--- src/rtl/lsu_mem_access.sv ---
// lsu_mem_access
//   MEM-stage load/store unit. One decoded access is turned into a
//   word-aligned SRAM request with active-low byte write enables. Load data
//   comes back sign- or zero-extended to writeback. The pipeline is stalled
//   until the memory handshake completes.
//
// Optional feature macro: LSU_MISALIGN_TRAP_EN
//   defined   -> adds output 'misalign'. This is a registered one-cycle
//                pulse, and the misaligned access is dropped.
//   undefined -> misaligned halves and words are force-aligned.
//
// Ports
//   clk, rst              rising-edge clock, async active-high reset
//   req_valid             MEM-stage instruction valid (chip select)
//   req_load  [2:0]       000 none, 001 LB, 010 LH, 011 LBU, 100 LHU, 101 LW
//   req_store [1:0]       00 none, 01 SB, 10 SH, 11 SW
//   req_addr, req_wdata   byte address and right-justified store data
//   req_rd    [4:0]       load destination register
//   stall                 combinational pipeline hold
//   mem_req/gnt           SRAM request handshake (mem_req is registered)
//   mem_addr/web/wdata    word address, active-low byte enables, lane data
//   mem_rvalid/rdata      SRAM read return
//   wb_valid/data/rd      one-cycle load result pulse to writeback
//   misalign              (macro only) misaligned-access pulse
module lsu_mem_access #(
  parameter int ADDR_W = 32,
  parameter int DATA_W = 32
) (
  input  logic              clk,
  input  logic              rst,
  input  logic              req_valid,
  input  logic [2:0]        req_load,
  input  logic [1:0]        req_store,
  input  logic [ADDR_W-1:0] req_addr,
  input  logic [DATA_W-1:0] req_wdata,
  input  logic [4:0]        req_rd,
  output logic              stall,
  output logic              mem_req,
  input  logic              mem_gnt,
  output logic [ADDR_W-1:0] mem_addr,
  output logic [3:0]        mem_web,
  output logic [DATA_W-1:0] mem_wdata,
  input  logic              mem_rvalid,
  input  logic [DATA_W-1:0] mem_rdata,
  output logic              wb_valid,
  output logic [DATA_W-1:0] wb_data,
  output logic [4:0]        wb_rd
`ifdef LSU_MISALIGN_TRAP_EN
  ,output logic             misalign
`endif
);

  typedef enum logic [1:0] {IDLE, REQ, WAIT} state_t;

  state_t state, next_state;

  logic              access;
  logic              misaligned;
  logic [1:0]        off_in;
  logic [3:0]        lane_web;
  logic [DATA_W-1:0] lane_wdata;

  logic [2:0]        cur_load;
  logic [1:0]        cur_off;
  logic [4:0]        cur_rd;
  logic              cur_is_load;
  logic [7:0]        byte_sel;
  logic [15:0]       half_sel;
  logic [DATA_W-1:0] load_ext;

  // A load takes priority over a store when both controls are non-zero.
  assign access      = req_valid && ((req_load != 3'd0) || (req_store != 2'd0));
  assign off_in      = req_addr[1:0];
  assign cur_is_load = (cur_load != 3'd0);

`ifdef LSU_MISALIGN_TRAP_EN
  // Halves need off[0]=0 and words need off=0. Encodings 110/111 behave as LW.
  always_comb begin
    misaligned = 1'b0;
    if (req_load != 3'd0) begin
      case (req_load)
        3'd1, 3'd3: misaligned = 1'b0;
        3'd2, 3'd4: misaligned = off_in[0];
        default:    misaligned = |off_in;
      endcase
    end else begin
      case (req_store)
        2'd2:    misaligned = off_in[0];
        2'd3:    misaligned = |off_in;
        default: misaligned = 1'b0;
      endcase
    end
  end
`else
  assign misaligned = 1'b0;
`endif

  // Store lane steering. Halves use only off[1] and words ignore the offset,
  // which gives the force-alignment behaviour. A load is always a read (web=F).
  always_comb begin
    lane_web   = 4'hF;
    lane_wdata = req_wdata;
    if (req_load == 3'd0) begin
      case (req_store)
        2'd1: begin
          lane_web   = ~(4'b0001 << off_in);
          lane_wdata = {4{req_wdata[7:0]}};
        end
        2'd2: begin
          lane_web   = ~(4'b0011 << {off_in[1], 1'b0});
          lane_wdata = {2{req_wdata[15:0]}};
        end
        2'd3: begin
          lane_web   = 4'h0;
          lane_wdata = req_wdata;
        end
        default: begin
          lane_web   = 4'hF;
          lane_wdata = req_wdata;
        end
      endcase
    end
  end

  // Lane extraction and extension of the returned read word.
  always_comb begin
    case (cur_off)
      2'd0:    byte_sel = mem_rdata[7:0];
      2'd1:    byte_sel = mem_rdata[15:8];
      2'd2:    byte_sel = mem_rdata[23:16];
      default: byte_sel = mem_rdata[31:24];
    endcase
    half_sel = cur_off[1] ? mem_rdata[31:16] : mem_rdata[15:0];
    case (cur_load)
      3'd1:    load_ext = {{24{byte_sel[7]}}, byte_sel};
      3'd2:    load_ext = {{16{half_sel[15]}}, half_sel};
      3'd3:    load_ext = {24'd0, byte_sel};
      3'd4:    load_ext = {16'd0, half_sel};
      default: load_ext = mem_rdata;
    endcase
  end

  // State register.
  always_ff @(posedge clk or posedge rst) begin
    if (rst) state <= IDLE;
    else     state <= next_state;
  end

  // Next-state logic. A dropped misaligned access never leaves IDLE.
  always_comb begin
    next_state = state;
    case (state)
      IDLE: if (access && !misaligned) next_state = REQ;
      REQ:  if (mem_gnt) next_state = cur_is_load ? WAIT : IDLE;
      WAIT: if (mem_rvalid) next_state = IDLE;
      default: next_state = IDLE;
    endcase
  end

  // Stall logic. Stall drops in the completing cycle so the pipeline
  // advances on the same edge on which the FSM returns to IDLE.
  always_comb begin
    stall = 1'b0;
    case (state)
      IDLE:    stall = access;
      REQ:     stall = !(!cur_is_load && mem_gnt);
      WAIT:    stall = !mem_rvalid;
      default: stall = 1'b0;
    endcase
  end

  // Request and writeback registers. The request fields are captured once at
  // accept and stay stable until the grant arrives. Write enables go back to
  // read after the grant so that no stale write strobe lingers.
  always_ff @(posedge clk or posedge rst) begin
    if (rst) begin
      mem_req   <= 1'b0;
      mem_addr  <= '0;
      mem_web   <= 4'hF;
      mem_wdata <= '0;
      cur_load  <= 3'd0;
      cur_off   <= 2'd0;
      cur_rd    <= 5'd0;
      wb_valid  <= 1'b0;
      wb_data   <= '0;
      wb_rd     <= 5'd0;
    end else begin
      wb_valid <= 1'b0;
      case (state)
        IDLE: begin
          if (access && !misaligned) begin
            mem_req   <= 1'b1;
            mem_addr  <= {req_addr[ADDR_W-1:2], 2'b00};
            mem_web   <= lane_web;
            mem_wdata <= lane_wdata;
            cur_load  <= req_load;
            cur_off   <= off_in;
            cur_rd    <= req_rd;
          end
        end
        REQ: begin
          if (mem_gnt) begin
            mem_req <= 1'b0;
            mem_web <= 4'hF;
          end
        end
        WAIT: begin
          if (mem_rvalid) begin
            wb_valid <= 1'b1;
            wb_data  <= load_ext;
            wb_rd    <= cur_rd;
          end
        end
        default: ;
      endcase
    end
  end

`ifdef LSU_MISALIGN_TRAP_EN
  // A misaligned access pulses the trap for one cycle and is otherwise dropped.
  always_ff @(posedge clk or posedge rst) begin
    if (rst) misalign <= 1'b0;
    else     misalign <= (state == IDLE) && access && misaligned;
  end
`endif

endmodule

--- config.mk ---
export PLATFORM = sky130hd
export DESIGN_NAME = lsu_mem_access
export DESIGN_NICKNAME = d
export VERILOG_FILES = /design/src/rtl/lsu_mem_access.sv
export SDC_FILE = /design/constraint.sdc
export NUM_CORES = 1
export LEC_CHECK = 0
export ABC_AREA = 0
export BUFFER_PORTS_ARGS = -buffer_cell sky130_fd_sc_hd__buf_2
export CAP_MARGIN = 0
export CORE_MARGIN = 2
export CORE_UTILIZATION = 50
export CTS_CLUSTER_SIZE = 16
export DETAILED_ROUTE_END_ITERATION = 8
export PLACE_DENSITY = 0.85
export SLEW_MARGIN = 20
export SYNTH_ARGS = -nofsm -noshare
export SYNTH_HDL_FRONTEND = slang
export SYNTH_SLANG_ARGS = --single-unit
--- constraint.sdc ---
create_clock -name clk -period 7.35 [get_ports clk]
set_input_delay 0.735 -clock clk [delete_from_list [all_inputs] [get_ports clk]]
set_output_delay 0.735 -clock clk [all_outputs]
set_load 0.05 [all_outputs]
[Word-level counts from Yosys, hierarchy flattened]
Index checks and enable logic that the tools add are counted.
Widths: inputs -> output; s select.
Word-level totals
  register bits after elaboration: 117
  input port bits: 111
  output and inout bits: 108
  logic and storage cells: 67
Operators by class
  equal/unequal tests: 14
  shifts and indexed selects: 2
  multiplexer cells: 21
  bitwise logic cells: 2
  reduce and logical (&&, ||, !) cells: 17
Operators with widths (number)
  $pmux 32 s4: 1
  $pmux 32 s2: 1
  $mux 32: 1
  $pmux 8 s3: 1
  $mux 16: 1
  $mux 4: 3
  $pmux 4 s3: 1
  $eq 2x2->1 const B: 4
  $mux 2: 4
  $not 4->4: 2
  $pmux 4 s2: 1
  $eq 2x1->1 const B: 3
  $eq 3x2->1 const B: 2
  $ne 2x2->1 const B: 3
  $pmux 2 s3: 1
  $reduce_and 3->1: 2
  $reduce_bool 3->1: 2
  $logic_not 2->1: 2
  $mux 1: 4
  $reduce_and 2->1: 2
  $reduce_bool 2->1: 2
  $shl 1x2->4 const A: 1
  $shl 2x2->4 const A: 1
  $eq 3x1->1 const B: 1
  other kinds (7): 10

[Longest topological paths before layout]
Gate-level depths: netlist of the first run.
  depth in word-level cells: 6
  mapped depth: 8
  mapped depth without buffers: 6

[Worst setup path before layout of the first run]
OpenSTA, ideal clock, no wires.
  path kind: input -> output
  start point: input port req_load[0]
  end point: output port stall
  data arrival time: 2.085 ns
  data required time: 6.615 ns
  setup slack: 4.530 ns
  stages: 5
  path buffers: 2
  cells stage by stage: or3_4 > o211ai_2 > buf_4 > buf_2 > nand3_1
Between the ends
  longest elaborated chain between the ends: 4
Ends and longest elaborated chain
  from (decl): line 32  | input logic [2:0] req_load,
  $reduce_bool 3->1: line 72  | assign access = req_valid && ((req_load != 3'd0) || (req_store != 2'd0));
  $logic_or 1x1->1: line 72
  $logic_and 1x1->1: line 72
  $pmux 1 s3: line 164  | case (state)
  to (decl): line 37  | output logic stall,
No other way between the ends.

[Worst setup path in the final report of the first run]
  start point: register cur_load[0]
  end point: output port stall
Between the ends
  longest elaborated chain between the ends: 5
Ends and longest elaborated chain
  from (decl): line 63  | logic [2:0] cur_load;
  from (signal assigned): line 196  | cur_load <= req_load;
  $reduce_bool 3->1: line 74  | assign cur_is_load = (cur_load != 3'd0);
  $logic_not 1->1: line 166  | REQ: stall = !(!cur_is_load && mem_gnt);
  $logic_and 1x1->1: line 166
  $logic_not 1->1: line 166
  $pmux 1 s3: line 164
No other way between the ends.

==> flow_summary.toml, run 1 <==
[status]
status = "finished, final reports clean"

[logic_synthesis]
ys_seq_area_share_pct = 51.6
synth_compound_area_share_pct = 16.5
syn_inst = 553
synthSimpleGateAreaFrac_pct = 14.5
syn_area_sq_um = 5680
synth_top_family_by_area = "compound AO/OA/AOI/OAI gates"
yosys_warnings = 0
synth.avg_cell_area_sq_um = 10.3
synth_xor_area_share_pct = 0.594
synth-edff-count = 0
ys_seq_elements = 117
synth_fa_ha_area_share_pct = 0.880
synth-main-ff-cell = "dfrtp_1"
synthArstFlopShare_pct = 100
ys_types = 52
synthMuxAreaShare_pct = 11.5

[sta]
tns_ns = 0
worst_slew_pin_slew_ns = 1.18
fmax_ghz = 0.351
skew_ns = 0.00616
fin_crit_sh_pct = 38.8
post-route-min-period_ns = 2.85
finalMaxSlewViolations = 0
rsz0062_at_grt = "no"
slew_headroom_pct = 20.6
finalHoldViolCount = 0
setup-violations-final = 0

[detailed_routing]
via_per_inst = 5.73
drc = 0
first_pass_iters = 5
drtIter0Drc = 415
routed-via-count = 5205
totalWireLength_microns = 15800
drt-wirelength-per-cell_microns = 17.4
ant_nets = 0

[final_layout]
regArea_sq_um = 2930
nets = 870
multi_input_area_sq_um = 2530
fin_util_pct = 68.1
antenna_cells = 0
num-fill-cells = 813
syn2layout_area_growth_pct = 31.7
layout-drive-gt1-share_pct = 36.8

[global_route]
gr-max-usage-layer = "met2"
grtUsageTotal_pct = 26.1
grt_pass1_vias = 5176
use_met3_pct = 7.74
overflow = 0
grt_pass1_wl_microns = 25600
antenna_found_initial = 0
grt_util_met1_pct = 31.5
met2_usage_pct = 44.0
grt_max_degree = 103

[clocking]
cts.sinks = 117
ctsHoldBuffers = 0
cts_tree = "done"
numCtsBuffers = 17
post_cts_resize_count = 0
path_clk_slew_ns = 0.05
post_cts_buffers = 0
cts_root_buf = "clkbuf_16"
clk_path_buf_depth = 2
clkLatencyLatePin_ns = 0.42
htree_levels = 4

[worst_setup_path]
crit_path_end_kind = "output port"
ff2ff_setup_slack_ns = 4.52
worstPathBufferInverterCount = 1
reg2reg_from = "cur_off[1]"
rr_worst_depth = 4
arrival_ns = 2.12
cp_max_fo = 26
cp_slowest_cell = "dfrtp_1"
cpMostUsedCell = "nand2_1"
startpoint = "cur_load[0]"
crit_cells = 5
reg2reg_to = "wb_data[29]"
cp-start-kind = "register"
critical_path_class = "reg -> out"
critical-path-top-delay-family = "flip-flops"
required_ns = 6.61
cp_cell_sequence = "nor3_1 > nand2_1 > nand2_1 > nand3_1 > buf_2"
cpPeakStageDelay_ns = 0.97
critPathCapture = "stall"

[die]
fp.dieArea_sq_um = 12200
die_x_microns = 111
core-area_sq_um = 11000
pin_count = 219
placementRows = 38
die_h_microns = 111
initial_utilization_pct = 51.8

[placed_design]
dp_hpwl_microns = 11200
gp_congestion = 0.897
port_buffers = 216

[run]
timing.max_cap.violations = 0

[power]
power.leakage_nw = 3.57
p_per_area_nw_per_um2 = 589
peakVddDrop_uv = 384

[min_path]
hold_path.class = "in -> async"
cells in the mapped netlist (7+ instances only):
cell type / count / area [sq um]
a31oi_1: 7 / 43.8
nand3b_1: 12 / 90.1
mux2i_1: 8 / 80.1
clkbuf_1: 16 / 60.1
a221oi_1: 11 / 96.3
nand2b_1: 7 / 43.8
nand2_1: 75 / 282
a211oi_1: 10 / 75.1
nor3_1: 10 / 50.1
inv_1: 11 / 41.3
o31ai_1: 16 / 120
mux2_1: 35 / 394
a21oi_1: 36 / 180
nor2_1: 52 / 195
mux2_2: 16 / 180
dfrtp_1: 113 / 2830
a21boi_0: 8 / 60.1
o21ai_0: 28 / 140
buf_2: 16 / 80.1
where the power goes:
| group | switching, mW | internal [mW] | total [mW] |
|---|---|---|---|
| logic | 1.65 | 0.596 | 2.25 |
| clock network | 0.299 | 0.653 | 0.952 |
| registers | 0.243 | 0.966 | 1.21 |
state kept, by name, indices dropped and copies added (netlist names):
| register | flops |
|---|---|
| mem_wdata | 32 |
| wb_data | 32 |
| mem_addr | 30 |
| cur_rd | 5 |
| wb_rd | 5 |
| mem_web | 4 |
| cur_load | 3 |
| cur_off | 2 |
| state | 2 |
| mem_req | 1 |
| wb_valid | 1 |
how the worst min path moves through the flow:
stage | start | endpoint | slack [ns] | depth (start not counted)
2_1_floorplan | cur_rd[4] | wb_rd[4] | 0.43 | 2
3_3_place_gp | cur_rd[2] | wb_rd[2] | 0.45 | 2
3_5_place_dp | cur_rd[3] | wb_rd[3] | 0.45 | 2
4_1_cts | rst | mem_addr[13] | 0.32 | 2
5_1_grt | rst | mem_addr[13] | 0.36 | 2
6_report | rst | mem_addr[8] | 0.32 | 2
final cells by class:
type / instances / share of cell area, %
Tap cell: 140 / 2.34
Multi-Input combinational cell: 387 / 33.8
Timing Repair Buffer: 221 / 15.0
Clock inverter: 12 / 3.01
Sequential cell: 117 / 39.2
Clock buffer: 20 / 6.10
Inverter: 11 / 0.585
through the flow:
step                      setup slack, ns  hold slack (ns)  power, mW  std cells  instance area [sq um]
after floorplan                      3.52            0.433       2.93        554                   5690
after global placement               4.33            0.447       3.38        875                   6790
after detailed placement             4.22            0.451       3.46        875                   6790
after CTS                            4.51            0.319       4.42        907                   7470
after global routing                 4.35            0.360       4.62        908                   7480
final                                4.50            0.316       4.41        908                   7480
routing by layer:
layer / vias up / share of wire, %
li1: 2380 / -
met1: 2528 / 39
met2: 267 / 51
met3: 30 / 8.2
met4: 0 / 2.3
met5: - / 0
layout by cell type (no fill, tap or decap), types with 4 or more instances in the layout:
cell / netlist / routed
buf_2: 16 / 216
nor4_1: 4 / 4
mux2_1: 35 / 35
ha_1: 4 / 4
buf_4: 4 / 4
mux2_2: 16 / 16
dfstp_2: 4 / 4
nand2_1: 75 / 75
a31oi_1: 7 / 7
inv_1: 11 / 10
o21ai_0: 28 / 28
nor2_1: 52 / 52
bufinv_16: 0 / 6
nand2b_1: 7 / 7
mux2i_1: 8 / 8
o31ai_1: 16 / 16
nand3b_1: 12 / 12
a211oi_1: 10 / 10
a221oi_1: 11 / 11
a21oi_1: 36 / 36
a221o_1: 4 / 4
nor3_1: 10 / 10
clkbuf_16: 0 / 17
a21boi_0: 8 / 8
nor2b_1: 4 / 4
dfrtp_1: 113 / 113
kinds of logic after synthesis:
family          Yosys count
fa+ha+maj                 4
flops                   117
mux                      59
buf+inv                  50
compound gates          141
other cells               1
simple gates            178
xor+xnor                  3
No activity file was read; power rests on OpenSTA's default activity.
==> inputs of run 2 (changes only) <==
--- a/config.mk
+++ b/config.mk
@@ -9,10 +9,10 @@
 export BUFFER_PORTS_ARGS = -buffer_cell sky130_fd_sc_hd__buf_2
 export CAP_MARGIN = 0
 export CORE_MARGIN = 2
-export CORE_UTILIZATION = 50
+export CORE_UTILIZATION = 45
 export CTS_CLUSTER_SIZE = 16
 export DETAILED_ROUTE_END_ITERATION = 8
-export PLACE_DENSITY = 0.85
+export PLACE_DENSITY = 0.81
 export SLEW_MARGIN = 20
 export SYNTH_ARGS = -nofsm -noshare
 export SYNTH_HDL_FRONTEND = slang
==> constraint.sdc (replaced) <==
create_clock -name clk -period 2.5 [get_ports clk]
set_input_delay 0.25 -clock clk [delete_from_list [all_inputs] [get_ports clk]]
set_output_delay 0.25 -clock clk [all_outputs]
set_load 0.05 [all_outputs]
==> flow_summary.toml, run 2 (same netlist as run 1, synthesis figures left out) <==
[power]
intPower_mw = 6.21
switching_share_pct = 50.6
p_switching_mw = 6.36
pwr-share-clk_pct = 18.6
p_comb_share_pct = 54.2
p_per_area_nw_per_um2 = 1670
power.leakage_nw = 3.59
peakVddDrop_uv = 934
p_seq_share_pct = 27.2

[worst_setup_path]
cp_max_fo = 16
critical_path_class = "reg -> out"
crit_path_end_kind = "output port"
worstPathBufferInverterCount = 1
critical-path-top-delay-family = "simple AND/OR/NAND/NOR gates"
cpPeakStageDelay_ns = 0.55
cp_slowest_cell = "dfrtp_1"
arrival_ns = 1.82
cpMostUsedCell = "nand2_1"
cp-start-kind = "register"
required_ns = 2.25
cp_cell_sequence = "nor3_1 > nand2_1 > nand2_1 > nand3_1 > buf_2"

[global_route]
grt_pass1_wl_microns = 24500
grt_max_degree = 81
grt_pass1_vias = 4950
overflow = 0
grtUsageTotal_pct = 23.3
antenna_found_initial = 2

[die]
initial_utilization_pct = 45.6
pin_count = 219
placementRows = 41
die_h_microns = 116
fp.dieArea_sq_um = 13500
die_x_microns = 116
core-area_sq_um = 12500

[sta]
worst_slew_pin_slew_ns = 0.747
fmax_ghz = 0.484
tns_ns = 0
rsz0062_at_grt = "no"
finalHoldViolCount = 0
setup-violations-final = 0
slew_headroom_pct = 50.1
fin_crit_sh_pct = 82.7
finalMaxSlewViolations = 0
skew_ns = 0.00677
post-route-min-period_ns = 2.07

[detailed_routing]
drt-wirelength-per-cell_microns = 16.2
drtIter0Drc = 316
drc = 0
totalWireLength_microns = 15400
via_per_inst = 5.30
ant_nets = 0
routed-via-count = 5049
first_pass_iters = 5

[final_layout]
nets = 880
regArea_sq_um = 2930
fin_cells = 952
top_regs = "mem_wdata x32, wb_data x32, mem_addr x30"
layout-drive-gt1-share_pct = 37.3
multi_input_area_sq_um = 2530
layout_commonest_cell = "buf_2"
syn2layout_area_growth_pct = 32.8
final_cell_mix = "buf_2 (216), dfrtp_1 (113), nand2_1 (75), nor2_1 (52), a21oi_1 (36)"
num-fill-cells = 1117

[clocking]
clk_path_buf_depth = 2
numCtsBuffers = 17
cts_tree = "done"
post_cts_buffers = 0
htree_levels = 4
path_clk_slew_ns = 0.05
cts_root_buf = "clkbuf_16"
post_cts_resize_count = 0
ctsHoldBuffers = 1
clkLatencyLatePin_ns = 0.41
cts.sinks = 117

[min_path]
hold_path.class = "in -> reg"

[status]
status = "finished, final reports clean"

[placed_design]
dp_hpwl_microns = 11100
gp_congestion = 0.826
dp_cells = 917
port_buffers = 216

[run]
timing.max_cap.violations = 0
==> run 2: cell count changes in the layout (fill, tap and decap cells not counted), sizes merged <==
cell	change
clkbuf	+1
buf	+9
bufinv	-4
diode	+3
dlygate4sd3	+1
inv	-1
clkinv	+4
clkinvlp	-1
==> run 2: worst paths after layout <==
kind                              from           to  slack (ns)  depth (start not counted)
min                        req_addr[3]  mem_addr[3]        0.05                          2
min reg2reg                  cur_rd[2]     wb_rd[2]        0.46                          2
max reg2reg                 cur_off[1]  wb_data[25]        0.52                          4
min in group asynchronous          rst      mem_req        0.51                          4
max                        cur_load[1]        stall        0.43                          5
max in group asynchronous          rst   mem_web[3]        1.60                          4
==> run 2: power by group through the flow <==
stage                     Clock, mW  Sequential (mW)  Combinational, mW
after CTS                      2.37             3.43               6.85
after detailed placement          0             3.44               6.83
final                          2.33             3.43               6.82
after global routing           2.46             3.55               7.26
after global placement            0             3.40               6.73
after floorplan                   0             6.23               2.39
==> run 2: metrics by stage <==
stage | worst slack (ns) | power (mW) | utilization (%) | hold WS [ns] | area [sq um]
after floorplan | 0.650 | 8.62 | - | 0.357 | 5690
after global placement | 0.453 | 10.1 | 55.8 | 0.416 | 6960
after detailed placement | 0.339 | 10.3 | 55.8 | 0.419 | 6960
after CTS | 0.267 | 12.7 | 60.4 | 0.0337 | 7530
after global routing | 0.319 | 13.3 | 60.5 | 0.0386 | 7540
final | 0.433 | 12.6 | 60.5 | 0.0485 | 7550
==> run 2: layer usage <==
metal	vias up	GRT usage (%)	wire, microns
met3	24	7.42	1260
met4	0	9.68	326
li1	2400	-	-
met1	2401	29.4	6310
met2	224	37.2	7530
met5	-	0	0
==> run 2: layout make-up <==
cell class              count  share of cell area, %
flip-flops and latches    117                   38.9
clock buffers              21                   6.10
well taps                 172                   2.85
repair buffers            231                   16.5
multi-input cells         387                   33.6
diodes                      3                 0.0995
clock inverters            10                   1.41
inverters                  11                  0.597
==> inputs of run 3 (changes only) <==
==> constraint.sdc (replaced) <==
create_clock -name clk -period 1.8 [get_ports clk]
set_input_delay 0.18 -clock clk [delete_from_list [all_inputs] [get_ports clk]]
set_output_delay 0.18 -clock clk [all_outputs]
set_load 0.05 [all_outputs]
==> flow_summary.toml, run 3 (same netlist as run 1, synthesis figures left out) <==
[status]
status = "finished, final reports clean"

[final_layout]
top_regs = "mem_wdata x32, wb_data x32, mem_addr x30"
final_area_sq_um = 8300
syn2layout_area_growth_pct = 46.0
layout_commonest_cell = "buf_2"
fin_cells = 1021
final_cell_mix = "buf_2 (215), dfrtp_1 (113), nand2_1 (75), nor2_1 (51), buf_4 (38)"
nets = 951
layout-drive-gt1-share_pct = 39.2
antenna_cells = 0

[power]
p_seq_share_pct = 25.6
intPower_mw = 9.24
peakVddDrop_uv = 1440
p_switching_mw = 9.08
total_power_mw = 18.3
switching_share_pct = 49.6
pwr-share-clk_pct = 17.7
p_per_area_nw_per_um2 = 2210
power.leakage_nw = 3.95
p_comb_share_pct = 56.7

[global_route]
grt_pass1_wl_microns = 26000
grt_max_degree = 67
antenna_found_initial = 0
overflow = 0
grtUsageTotal_pct = 24.8
grt_pass1_vias = 5249

[worst_setup_path]
crit_path_end_kind = "output port"
required_ns = 1.62
cp_max_fo = 8
arrival_ns = 1.57
cp-start-kind = "register"
critical_path_class = "reg -> out"
startpoint = "cur_load[1]"
reg2reg_from = "cur_load[0]"

[clocking]
path_clk_slew_ns = 0.06
clk_path_buf_depth = 2
cts_root_buf = "clkbuf_16"
cts.sinks = 117
clkLatencyLatePin_ns = 0.41
cts_tree = "done"
numCtsBuffers = 17
htree_levels = 4

[sta]
worst_slew_pin_slew_ns = 0.659
post-route-min-period_ns = 1.75
finalHoldViolCount = 0
rsz0062_at_grt = "yes"
slew_headroom_pct = 55.8
hold-worst-slack_ns = 0.0191
fin_ws_ns = 0.0533
fin_crit_sh_pct = 97.0
finalMaxSlewViolations = 0
setup-violations-final = 0
fmax_ghz = 0.573
skew_ns = 0.00615

[detailed_routing]
drc = 0
first_pass_iters = 5
ant_nets = 0
routed-via-count = 5377
drt-wirelength-per-cell_microns = 16.2
totalWireLength_microns = 16500
drtIter0Drc = 411
via_per_inst = 5.27

[placed_design]
dp_cells = 941
port_buffers = 216
place_ws_ns = -0.230
dpl_cell_area_sq_um = 7200
gp_congestion = 0.863
dp_hpwl_microns = 11700

[die]
pin_count = 219
core-area_sq_um = 12500
placementRows = 41
die_h_microns = 116
fp.dieArea_sq_um = 13500
initial_utilization_pct = 45.6
die_x_microns = 116

[run]
timing.max_cap.violations = 0

[min_path]
hp-start = "mem_gnt"
hold_path.class = "in -> reg"
[run 3: cell types whose count changed in the layout (fill, tap and decap cells not counted), moves of 3 or more]
cell and delta:
dlygate4sd3_1 +34, buf_6 +3, buf_4 +28, diode_2 -3, buf_12 +6
[run 3: worst max-delay path, stage by stage (launching register included)]
cell,delay [ns]
dfrtp_1,0.42
buf_6,0.16
nor3_4,0.18
nand2_1,0.08
nand2_1,0.08
nand3_2,0.08
buf_6,0.16
[run 3: worst paths after layout]
path / slack [ns] / endpoint / depth (start not counted)
max: 0.05 / stall / 6
min: 0.02 / state[0] / 2
max reg2reg: 0.06 / wb_data[30] / 7
min reg2reg: 0.46 / wb_rd[3] / 2
max in group asynchronous: 0.92 / mem_web[1] / 4
min in group asynchronous: 0.27 / mem_addr[14] / 3
[run 3: stage by stage]
stage / TNS [ns] / utilization [%]
5_1_grt: -0.0455 / 66.6
4_1_cts: -0.00155 / 65.6
6_report: 0 / 66.6
2_1_floorplan: 0 / -
3_3_place_gp: -0.925 / 57.8
3_5_place_dp: -3.29 / 57.8
[run 3: routing by layer]
layer  routed length [microns]  share of wire [%]  global-route usage (%)  vias up
met2                      8220                 50                    42.3      234
met1                      6660                 40                    30.0     2576
li1                          -                  -                       -     2535
met4                       436                2.6                    9.21        0
met3                      1190                7.2                    7.06       32
met5                         0                  0                       0        -
[run 3: final cells by class]
type | count | area [sq um]
Tap cell | 172 | 215
Sequential cell | 117 | 2930
Fill cell | 999 | 4170
Multi-Input combinational cell | 387 | 2570
Inverter | 11 | 45.0
Clock buffer | 22 | 464
Timing Repair Buffer | 302 | 1960
Clock inverter | 10 | 105
[run 3: what timing repair did]
action,CTS,global route
endpoints found under the hold margin,59,0
hold buffers,35,0
setup endpoints to repair,17,21
resized for setup,8,7
pin swaps,1,3
buffers inserted,3,10
[run 3: power groups by stage]
| stage | registers, mW | logic (mW) | clock network (mW) |
|---|---|---|---|
| 3_5_place_dp | 4.70 | 9.95 | 0 |
| 5_1_grt | 4.84 | 11.0 | 3.42 |
| 3_3_place_gp | 4.65 | 9.77 | 0 |
| 2_1_floorplan | 8.65 | 3.33 | 0 |
| 4_1_cts | 4.68 | 10.2 | 3.29 |
| 6_report | 4.69 | 10.4 | 3.25 |
